## src/rtl/n_accumulator_if.sv

```systemverilog
// rtl/n_accumulator_if.sv - operand-in / frame-result-out handshake bundle for n_accumulator
interface n_accumulator_if #(
    parameter int N = 4
);
    logic         s_valid;
    logic         s_ready;
    logic [N-1:0] s_data;
    logic         m_valid;
    logic         m_ready;
    logic [N-1:0] m_data;
    logic         m_ovf;

    modport master (
        output s_valid, s_data, m_ready,
        input  s_ready, m_valid, m_data, m_ovf
    );

    modport slave (
        input  s_valid, s_data, m_ready,
        output s_ready, m_valid, m_data, m_ovf
    );
endinterface

```

## src/rtl/n_accumulator.sv

```systemverilog
// rtl/n_accumulator.sv - LEN-operand signed frame accumulator built on a ripple-carry n_adder
// Optional saturation on signed overflow: define N_ACC_SAT_EN.
module n_adder #(
    parameter int N = 4
) (
    input  logic [N-1:0] a,
    input  logic [N-1:0] b,
    input  logic         ci,
    output logic [N-1:0] s
);
    logic [N-1:0] c;

    assign c[0] = ci;

    for (genvar i = 0; i < N; i++) begin : g_bit
        assign s[i] = a[i] ^ b[i] ^ c[i];
        // The final carry out is never consumed, so the chain stops at the MSB.
        if (i < N - 1) begin : g_carry
            assign c[i+1] = (a[i] & b[i]) | (c[i] & (a[i] ^ b[i]));
        end
    end
endmodule

module n_accumulator #(
    parameter int N   = 4,
    parameter int LEN = 4
) (
    input  logic             clk,
    input  logic             rstn,
    n_accumulator_if.slave   bus
);
    localparam int CW = $clog2(LEN + 1);
    localparam logic [CW-1:0] LAST = CW'(LEN - 1);

    typedef enum logic {ACC, HOLD} state_t;

    state_t        state_q, state_d;
    logic [N-1:0]  acc_q, acc_d;
    logic [CW-1:0] cnt_q, cnt_d;
    logic          ovf_q, ovf_d;
    logic          m_valid_q, m_valid_d;
    logic [N-1:0]  m_data_q, m_data_d;
    logic          m_ovf_q, m_ovf_d;

    logic [N-1:0]  sum;
    logic [N-1:0]  acc_next;
    logic          ovf_now;
    logic          beat;

    n_adder #(.N(N)) u_adder (
        .a  (acc_q),
        .b  (bus.s_data),
        .ci (1'b0),
        .s  (sum)
    );

    assign ovf_now = (acc_q[N-1] == bus.s_data[N-1]) && (sum[N-1] != acc_q[N-1]);

`ifdef N_ACC_SAT_EN
    localparam logic [N-1:0] SAT_MAX = {1'b0, {(N-1){1'b1}}};
    localparam logic [N-1:0] SAT_MIN = {1'b1, {(N-1){1'b0}}};
    // Operand signs agree on overflow, so acc's sign tells the direction.
    assign acc_next = ovf_now ? (acc_q[N-1] ? SAT_MIN : SAT_MAX) : sum;
`else
    assign acc_next = sum;
`endif

    assign bus.s_ready = (state_q == ACC);
    assign beat        = bus.s_valid && bus.s_ready;

    always_comb begin
        state_d   = state_q;
        acc_d     = acc_q;
        cnt_d     = cnt_q;
        ovf_d     = ovf_q;
        m_valid_d = m_valid_q;
        m_data_d  = m_data_q;
        m_ovf_d   = m_ovf_q;
        case (state_q)
            ACC: begin
                if (beat) begin
                    if (cnt_q == LAST) begin
                        m_data_d  = acc_next;
                        m_ovf_d   = ovf_q | ovf_now;
                        m_valid_d = 1'b1;
                        acc_d     = '0;
                        cnt_d     = '0;
                        ovf_d     = 1'b0;
                        state_d   = HOLD;
                    end else begin
                        acc_d = acc_next;
                        ovf_d = ovf_q | ovf_now;
                        cnt_d = cnt_q + CW'(1);
                    end
                end
            end
            HOLD: begin
                if (bus.m_ready) begin
                    m_valid_d = 1'b0;
                    state_d   = ACC;
                end
            end
            default: state_d = ACC;
        endcase
    end

    always_ff @(posedge clk or negedge rstn) begin
        if (!rstn) begin
            state_q   <= ACC;
            acc_q     <= '0;
            cnt_q     <= '0;
            ovf_q     <= 1'b0;
            m_valid_q <= 1'b0;
            m_data_q  <= '0;
            m_ovf_q   <= 1'b0;
        end else begin
            state_q   <= state_d;
            acc_q     <= acc_d;
            cnt_q     <= cnt_d;
            ovf_q     <= ovf_d;
            m_valid_q <= m_valid_d;
            m_data_q  <= m_data_d;
            m_ovf_q   <= m_ovf_d;
        end
    end

    assign bus.m_valid = m_valid_q;
    assign bus.m_data  = m_data_q;
    assign bus.m_ovf   = m_ovf_q;
endmodule

```

## src/flat_wrapper.sv

```systemverilog
// flat-port wrapper written by rule: the top's interface ports become plain ports
module n_accumulator_flat 
#(
    parameter int N   = 4,
    parameter int LEN = 4
)
  (clk, rstn, bus_s_valid, bus_s_data, bus_m_ready, bus_s_ready, bus_m_valid, bus_m_data, bus_m_ovf);
  n_accumulator_if #(.N(N)) bus_i ();
  input  logic clk;
  input  logic rstn;
  input wire logic [$bits(bus_i.s_valid)-1:0] bus_s_valid;
  input wire logic [$bits(bus_i.s_data)-1:0] bus_s_data;
  input wire logic [$bits(bus_i.m_ready)-1:0] bus_m_ready;
  output wire logic [$bits(bus_i.s_ready)-1:0] bus_s_ready;
  output wire logic [$bits(bus_i.m_valid)-1:0] bus_m_valid;
  output wire logic [$bits(bus_i.m_data)-1:0] bus_m_data;
  output wire logic [$bits(bus_i.m_ovf)-1:0] bus_m_ovf;
  assign bus_i.s_valid = bus_s_valid;
  assign bus_i.s_data = bus_s_data;
  assign bus_i.m_ready = bus_m_ready;
  assign bus_s_ready = bus_i.s_ready;
  assign bus_m_valid = bus_i.m_valid;
  assign bus_m_data = bus_i.m_data;
  assign bus_m_ovf = bus_i.m_ovf;
  n_accumulator #(.N(N), .LEN(LEN)) u_core (.clk(clk), .rstn(rstn), .bus(bus_i));
endmodule
```

## config.mk

```make
export PLATFORM = sky130hd
export DESIGN_NAME = n_accumulator_flat
export DESIGN_NICKNAME = d
export VERILOG_FILES = /design/src/rtl/n_accumulator_if.sv /design/src/rtl/n_accumulator.sv /design/src/flat_wrapper.sv
export SDC_FILE = /design/constraint.sdc
export NUM_CORES = 1
export LEC_CHECK = 0
export BUFFER_PORTS_ARGS = -buffer_cell sky130_fd_sc_hd__buf_2
export CORE_AREA = 2 2 39 41
export CTS_BUF_LIST = sky130_fd_sc_hd__clkbuf_4 sky130_fd_sc_hd__clkbuf_8
export CTS_CLUSTER_DIAMETER = 120
export DETAILED_ROUTE_END_ITERATION = 8
export DIE_AREA = 0 0 41 43
export PLACE_DENSITY = 0.78
export SYNTH_ARGS = -nofsm -noshare
export SYNTH_HDL_FRONTEND = slang
export SYNTH_SLANG_ARGS = --single-unit
```

## constraint.sdc

```tcl
create_clock -name clk -period 5.8 [get_ports clk]
set_clock_uncertainty 0.05 [all_clocks]
set_input_delay 0.29 -clock clk [delete_from_list [all_inputs] [get_ports clk]]
set_output_delay 0.29 -clock clk [all_outputs]
set_load 0.01 [all_outputs]
```

==> results of run 1 <==
layout make-up:
cell class              instances  area (um2)
clock buffers                   3       22.52
multi-input cells              40       311.5
repair buffers                 15       80.08
inverters                       5       18.77
clock inverters                 1       5.005
well taps                      16       20.02
fillers                       113       550.5
flip-flops and latches         15       375.4
registers in the layout (all words and copies together), names as in the netlist:
register	count
u_core.ovf_q	1
u_core.acc_q	4
u_core.state_q	1
u_core.bus.m_valid	1
u_core.bus.m_ovf	1
u_core.bus.m_data	4
u_core.cnt_q	3
worst max-delay path by stage:
stage / start / end / slack [ns] / cells after the start
3_3_place_gp: bus_s_data[0] / u_core.bus.m_data[3] / 3.75 / 9
6_report: u_core.acc_q[0] / u_core.bus.m_data[3] / 3.75 / 8
5_1_grt: u_core.acc_q[0] / u_core.bus.m_ovf / 3.61 / 8
4_1_cts: u_core.acc_q[0] / u_core.bus.m_data[3] / 3.74 / 8
3_5_place_dp: bus_s_data[0] / u_core.bus.m_data[3] / 3.75 / 9
2_1_floorplan: u_core.acc_q[0] / u_core.bus.m_data[3] / 3.86 / 8
power breakdown:
part / internal, mW / switching (mW) / total (mW)
clock network: 0.0255 / 0.0332 / 0.0587
registers: 0.151 / 0.0284 / 0.179
logic: 0.0904 / 0.0903 / 0.181
per-stage QoR:
step	cell area (um2)	util	power (mW)	hold WS (ns)
final	833.3	0.6022	0.4184	0.1453
after CTS	833.3	0.6022	0.4225	0.1412
after floorplan	710.7	-	0.3082	-0.05559
after global routing	833.3	0.6022	0.4544	0.1460
after global placement	795.8	0.5750	0.3533	0.1596
after detailed placement	795.8	0.5750	0.3629	0.1637
routing by layer:
| layer | track usage | share of wire | up-vias |
|---|---|---|---|
| met5 | 0 | 0 | - |
| met4 | 0.06000 | 0.012 | 0 |
| met3 | 0.04712 | 0.038 | 2 |
| met2 | 0.2594 | 0.49 | 10 |
| met1 | 0.2326 | 0.46 | 236 |
| li1 | - | - | 245 |
kinds of logic after synthesis:
logic type | count (synthesis) | synth area share
flops | 15 | 0.5282
xor+xnor | 2 | 0.03522
mux | 3 | 0.06338
simple gates | 18 | 0.1285
compound gates | 13 | 0.1197
fa+ha+maj | 4 | 0.09155
buf+inv | 6 | 0.03345
cells in the final DEF (no fill, tap or decap), drive strengths merged:
cell and instances:
a21boi 1, a21oi 1, a221oi 1, a22o 3, a31oi 1, and2b 2, buf 14, clkbuf 3
clkinv 1, dfrtp 15, dlygate4sd3 1, fa 2, ha 2, inv 5, mux2 3, nand2 8
nand2b 2, nand4bb 1, nor2 3, nor2b 1, nor3 1, o21ai 5, o22ai 1, xor2 2
==> results.md, run 1 <==
- Post-layout min period: 2.050 ns
- Worst hold stages: 2
- Top Family by Delay on Critical Path: adder cells
- Synth top area share: 0.5282
- Post-DRT Antenna Nets: 0
- CP Capture Type: flip-flop
- P_leak: 0.4282 nW
- Number of buffers created by CTS: 3
- Worst Path Arrival: 2.16 ns
- R2R depth: 8
- Mean area per synthesized cell: 11.65 um2
- Origin of the critical flop-to-flop path: u_core.acc_q[0]
- Starting DRT DRC Count: 8
- Max-cap violations: 0
- Most frequent cell after synthesis: dfrtp_1
- Ports: 15
- Final hold vios: 0
- Critical path launch point type: flip-flop
- Number of synthesized register bits: 15
- CP max FO: 3
- Area grow syn2layout: 17.25%
- Final wirelength: 1216 um
- Clock Tree Buf Depth: 2
- # diodes: 0
- Hold Path End: u_core.state_q
- Worst Tran Pin Value: 0.4578 ns
- Seq/Total Area, Yosys: 0.5282
- Clk root buf: clkbuf_4
- Synth Warn #: 0
- I/O Buffers: 14
- Die height: 43 um
- TritonCTS clock tree: done
- FF-to-FF End: u_core.bus.m_data[3]
- Max stage delay on crit path: 0.43 ns
- Global route overflow: 0
- WP buf/inv: 2
- Die X: 41 um
- Initial Util: 0.5136
- Clock Sinks: 15
- Drt via density: 5.189
- Share of cells above drive strength 1: 0.2785
- Die ar.: 1763 um2
- Hold Startpoint: bus_m_ready
- Core Area: 1384 um2
- H-tree levels: 1
- Post-detail-place hpwl: 917.9 um
- DR DRC count: 0
- Slowest CP cell: fa_1
- Mapped Cells: 61
- Routed WL per cell: 12.80 um
- Worst slew margin: 0.6931
- Area leader, netlist: dfrtp_1
- Drt first pass iters: 4
- Vias in the first global route: 481
- Initial antenna violation count: 0
- Final count of negative-setup-slack endpoints: 0
- Main synth FF type: dfrtp_1
- Largest net degree at the start of global routing: 16
- Placed Instances: 90
- Post-CTS Hold Fix Bufs: 1
- Power Density: 502.1 nW/um2
- Worst path cell trace: ha_1, inv_1, fa_1, inv_1, fa_1, xor2_2, xor2_1, mux2_4
- Finished Layout Cells: 95
- Worst EP required: 5.91 ns
- Setup slack, reg-to-reg: 3.75 ns
- Setup total negative slack: 0 ns
- Cell Area, Synth: 710.7 um2
- Row cnt: 14
- Layout net count: 92
- Worst skew pair latency: 0.28 ns
- Min-delay worst type: input pin to flip-flop
- Clock transition at path regs: 0.10 ns
- Fmax: 487.9 MHz
- Post-CTS Setup Inserts: 0
- VDD IR-drop max: 0.2319 mV
- WS Path Type: flip-flop to flip-flop
- RSZ-0062 raised after global routing: no
- Slew Viols, Final: 0
- Syn nets: 73
- Via count: 493
- Worst setup margin: 3.750 ns
- Synth async-reset ratio: 1.000
- First-pass GRT wire length: 2035 um
- Place WS: 3.750 ns
- Post-synth EDFFs: 0
- Leading post-synthesis cells by cell area: dfrtp_1 (53%), mux2_4 (6.3%), fa_1 (5.6%)
- Fin crit share: 0.3534
- GP Congestion: 0.7496
- Synth unique cells: 23
- Total Routing Usage GR: 0.1727
- Post_cts resized: 0
- Post-synth top cells: dfrtp_1 (15), nand2_1 (8), inv_1 (5), o21ai_0 (4)
- Status: complete, no violations
Power figures use the tool's default switching activity.
==> run 2: changes to the inputs <==
--- a/config.mk
+++ b/config.mk
@@ -6,12 +6,11 @@
 export NUM_CORES = 1
 export LEC_CHECK = 0
 export BUFFER_PORTS_ARGS = -buffer_cell sky130_fd_sc_hd__buf_2
-export CORE_AREA = 2 2 39 41
+export CORE_UTILIZATION = 54
 export CTS_BUF_LIST = sky130_fd_sc_hd__clkbuf_4 sky130_fd_sc_hd__clkbuf_8
 export CTS_CLUSTER_DIAMETER = 120
 export DETAILED_ROUTE_END_ITERATION = 8
-export DIE_AREA = 0 0 41 43
-export PLACE_DENSITY = 0.78
+export PLACE_DENSITY = 0.79
 export SYNTH_ARGS = -nofsm -noshare
 export SYNTH_HDL_FRONTEND = slang
 export SYNTH_SLANG_ARGS = --single-unit
==> constraint.sdc (replaced) <==
create_clock -name clk -period 2 [get_ports clk]
set_clock_uncertainty 0.05 [all_clocks]
set_input_delay 0.1 -clock clk [delete_from_list [all_inputs] [get_ports clk]]
set_output_delay 0.1 -clock clk [all_outputs]
set_load 0.01 [all_outputs]
==> run 2 against run 1 <==
Against the previous run: global-route usage rose by 5.9 points; worst setup slack got worse by 3.7 ns; design area rose by 4.2%; register-to-register slack got worse by 3.7 ns; largest power group unchanged.
==> results.md, run 2 (synthesis gave the netlist of run 1 again) <==
- Status: complete, no violations (unchanged)
- Clk root buf: clkbuf_4 (unchanged)
- TritonCTS clock tree: done (unchanged)
- Largest net degree at the start of global routing: 16 (unchanged)
- Starting DRT DRC Count: 9 (was 8)
- GR met2 Demand/Resource: 0.3559 (was 0.2594)
- Sw Ratio: 0.3642 (was 0.3629)
- Die X: 38.28 um (was 41 um)
- Worst path cell trace: ha_2, inv_2, fa_2, inv_2, fa_2, xor2_4, xor2_1, mux2_4 (was ha_1, inv_1, fa_1, inv_1, fa_1, xor2_2, xor2_1, mux2_4)
- Global route overflow: 0 (unchanged)
- Row cnt: 12 (was 14)
- Vias in the first global route: 488 (was 481)
- Layout net count: 93 (was 92)
- Worst setup margin: 0.007328 ns (was 3.750 ns)
- Post-detail-place hpwl: 927.3 um (was 917.9 um)
- Most frequent cells in the layout: dfrtp_1 (15), buf_2 (14), nand2_1 (8), o21ai_0 (4), clkbuf_4 (4) (was dfrtp_1 (15), buf_2 (14), nand2_1 (8), inv_1 (5), o21ai_0 (4))
- I/O Buffers: 14 (unchanged)
- Clock Sinks: 15 (unchanged)
- GP Congestion: 0.7077 (was 0.7496)
- Clock transition at path regs: 0.09 ns (was 0.10 ns)
- Ports: 15 (unchanged)
- # diodes: 0 (unchanged)
- Final count of negative-setup-slack endpoints: 0 (unchanged)
- Post-CTS Setup Inserts: 0 (unchanged)
- Sequential power share: 0.411 (was 0.428)
- Setup total negative slack: 0 ns (unchanged)
- Initial Util: 0.6068 (was 0.5136)
- NetSw: 466.0 uW (was 151.8 uW)
- Slowest CP cell: dfrtp_1 (was fa_1)
- Fmax: 501.8 MHz (was 487.9 MHz)
- H-tree levels: 1 (unchanged)
- Gr busiest metal: met2 (unchanged)
- Final wirelength: 1337 um (was 1216 um)
- Fillers: 81 (was 113)
- Power Density: 1474 nW/um2 (was 502.1 nW/um2)
- CP Capture Type: flip-flop (unchanged)
- Worst EP required: 2.12 ns (was 5.91 ns)
- Internal power: 813.6 uW (was 266.6 uW)
- Slew Viols, Final: 0 (unchanged)
- Post-layout min period: 1.993 ns (was 2.050 ns)
- Die ar.: 1465 um2 (was 1763 um2)
- Worst skew pair latency: 0.28 ns (about the same)
- Final Hold Slack: 0.1822 ns (was 0.1453 ns)
- Combinational Power Share: 0.447 (was 0.432)
- Via count: 523 (was 493)
- DR DRC count: 0 (unchanged)
- WP buf/inv: 2 (unchanged)
- First-pass GRT wire length: 2139 um (was 2035 um)
- VDD IR-drop max: 0.8505 mV (was 0.2319 mV)
- Clock Tree Buf Depth: 2 (unchanged)
- Met3 usage: 0.07558 (was 0.04712)
- Core Area: 1171 um2 (was 1384 um2)
- Total Power: 1.280 mW (was 418.4 uW)
- Die height: 38.28 um (was 43 um)
- Max stage delay on crit path: 0.40 ns (was 0.43 ns)
- Area grow syn2layout: 22.18% (was 17.25%)
- Routed WL per cell: 14.22 um (was 12.80 um)
- Grt met1 use: 0.2824 (was 0.2326)
- Post-DRT Antenna Nets: 0 (unchanged)
- RSZ-0062 raised after global routing: yes (was no)
- Worst slew margin: 0.6930 (was 0.6931)
- Worst Path Arrival: 2.11 ns (was 2.16 ns)
- Total Routing Usage GR: 0.2314 (was 0.1727)
- Top Family by Delay on Critical Path: adder cells (unchanged)
- Commonest non-fill, non-tap cell in the layout: dfrtp_1 (unchanged)
- Place WS: -0.04130 ns (was 3.750 ns)
- Clock power share: 0.142 (was 0.140)
- Max-cap violations: 0 (unchanged)
- Initial antenna violation count: 0 (unchanged)
- Final hold vios: 0 (unchanged)
- Drt first pass iters: 4 (unchanged)
- Drt via density: 5.564 (was 5.189)
- P_leak: 0.4318 nW (was 0.4282 nW)
- Min-delay worst type: input pin to flip-flop (unchanged)
- Worst Tran Pin Value: 0.4579 ns (was 0.4578 ns)
- Number of buffers created by CTS: 3 (unchanged)
- WS Path Type: flip-flop to flip-flop (unchanged)
- Critical path launch point type: flip-flop (unchanged)
- CP max FO: 3 (unchanged)
- Share of cells above drive strength 1: 0.3500 (was 0.2785)
- Fin crit share: 0.9963 (was 0.3534)
run 2: cell types whose count changed in the layout (fill, tap and decap cells not counted), sizes merged:
cell / change
clkbuf: +1
clkinv: -1
dlygate4sd3: +1
run 2: tightest hold or removal path, stage by stage:
cell and delay, ns:
buf_2 0.16, a221oi_2 0.10, nor2_1 0.11
run 2: final cells by class:
class / instances / area, um2 / share of cell area
Sequential cell: 15 / 375.4 / 0.4323
Multi-Input combinational cell: 40 / 336.6 / 0.3876
Timing Repair Buffer: 16 / 90.09 / 0.1037
Clock buffer: 4 / 30.03 / 0.03458
Inverter: 5 / 18.77 / 0.02161
Tap cell: 14 / 17.52 / 0.02017
run 2: repair_timing:
action / 4_1_cts / 5_1_grt
hold buffers: 2 / 0
hold endpoints to repair: 16 / 0
resized for setup: 2 / 5
endpoints found under the setup margin: 2 / 3
pin swaps: 0 / 1
run 2: worst paths after layout:
check | startpoint | endpoint | slack (ns) | cells after the start
max reg2reg | u_core.acc_q[0] | u_core.bus.m_data[3] | 0.007 | 8
min reg2reg | u_core.bus.m_valid | u_core.bus.m_valid | 0.44 | 2
min | bus_s_data[3] | u_core.ovf_q | 0.18 | 3
max | u_core.acc_q[0] | u_core.bus.m_data[3] | 0.007 | 8
min in group asynchronous | rstn | u_core.bus.m_valid | 0.20 | 2
max in group asynchronous | rstn | u_core.bus.m_ovf | 1.45 | 2
run 2: routing by layer:
metal	vias to the layer above	part of all wire
met5	-	0
met4	0	0.023
met3	4	0.049
met2	18	0.51
met1	256	0.41
li1	245	-
run 2: per-stage QoR:
stage / area [um2] / utilization / cells
floorplan: 710.7 / - / 61
global placement: 793.3 / 0.6774 / 88
detailed placement: 793.3 / 0.6774 / 88
CTS: 852.1 / 0.7276 / 94
global route: 868.3 / 0.7415 / 94
finish: 868.3 / 0.7415 / 94
run 2: power by group through the flow:
stage / logic, mW / registers, mW / clock network (mW)
2_1_floorplan: 0.352 / 0.541 / 0
3_3_place_gp: 0.506 / 0.518 / 0
3_5_place_dp: 0.528 / 0.525 / 0
4_1_cts: 0.556 / 0.525 / 0.186
5_1_grt: 0.643 / 0.541 / 0.201
6_report: 0.572 / 0.526 / 0.182
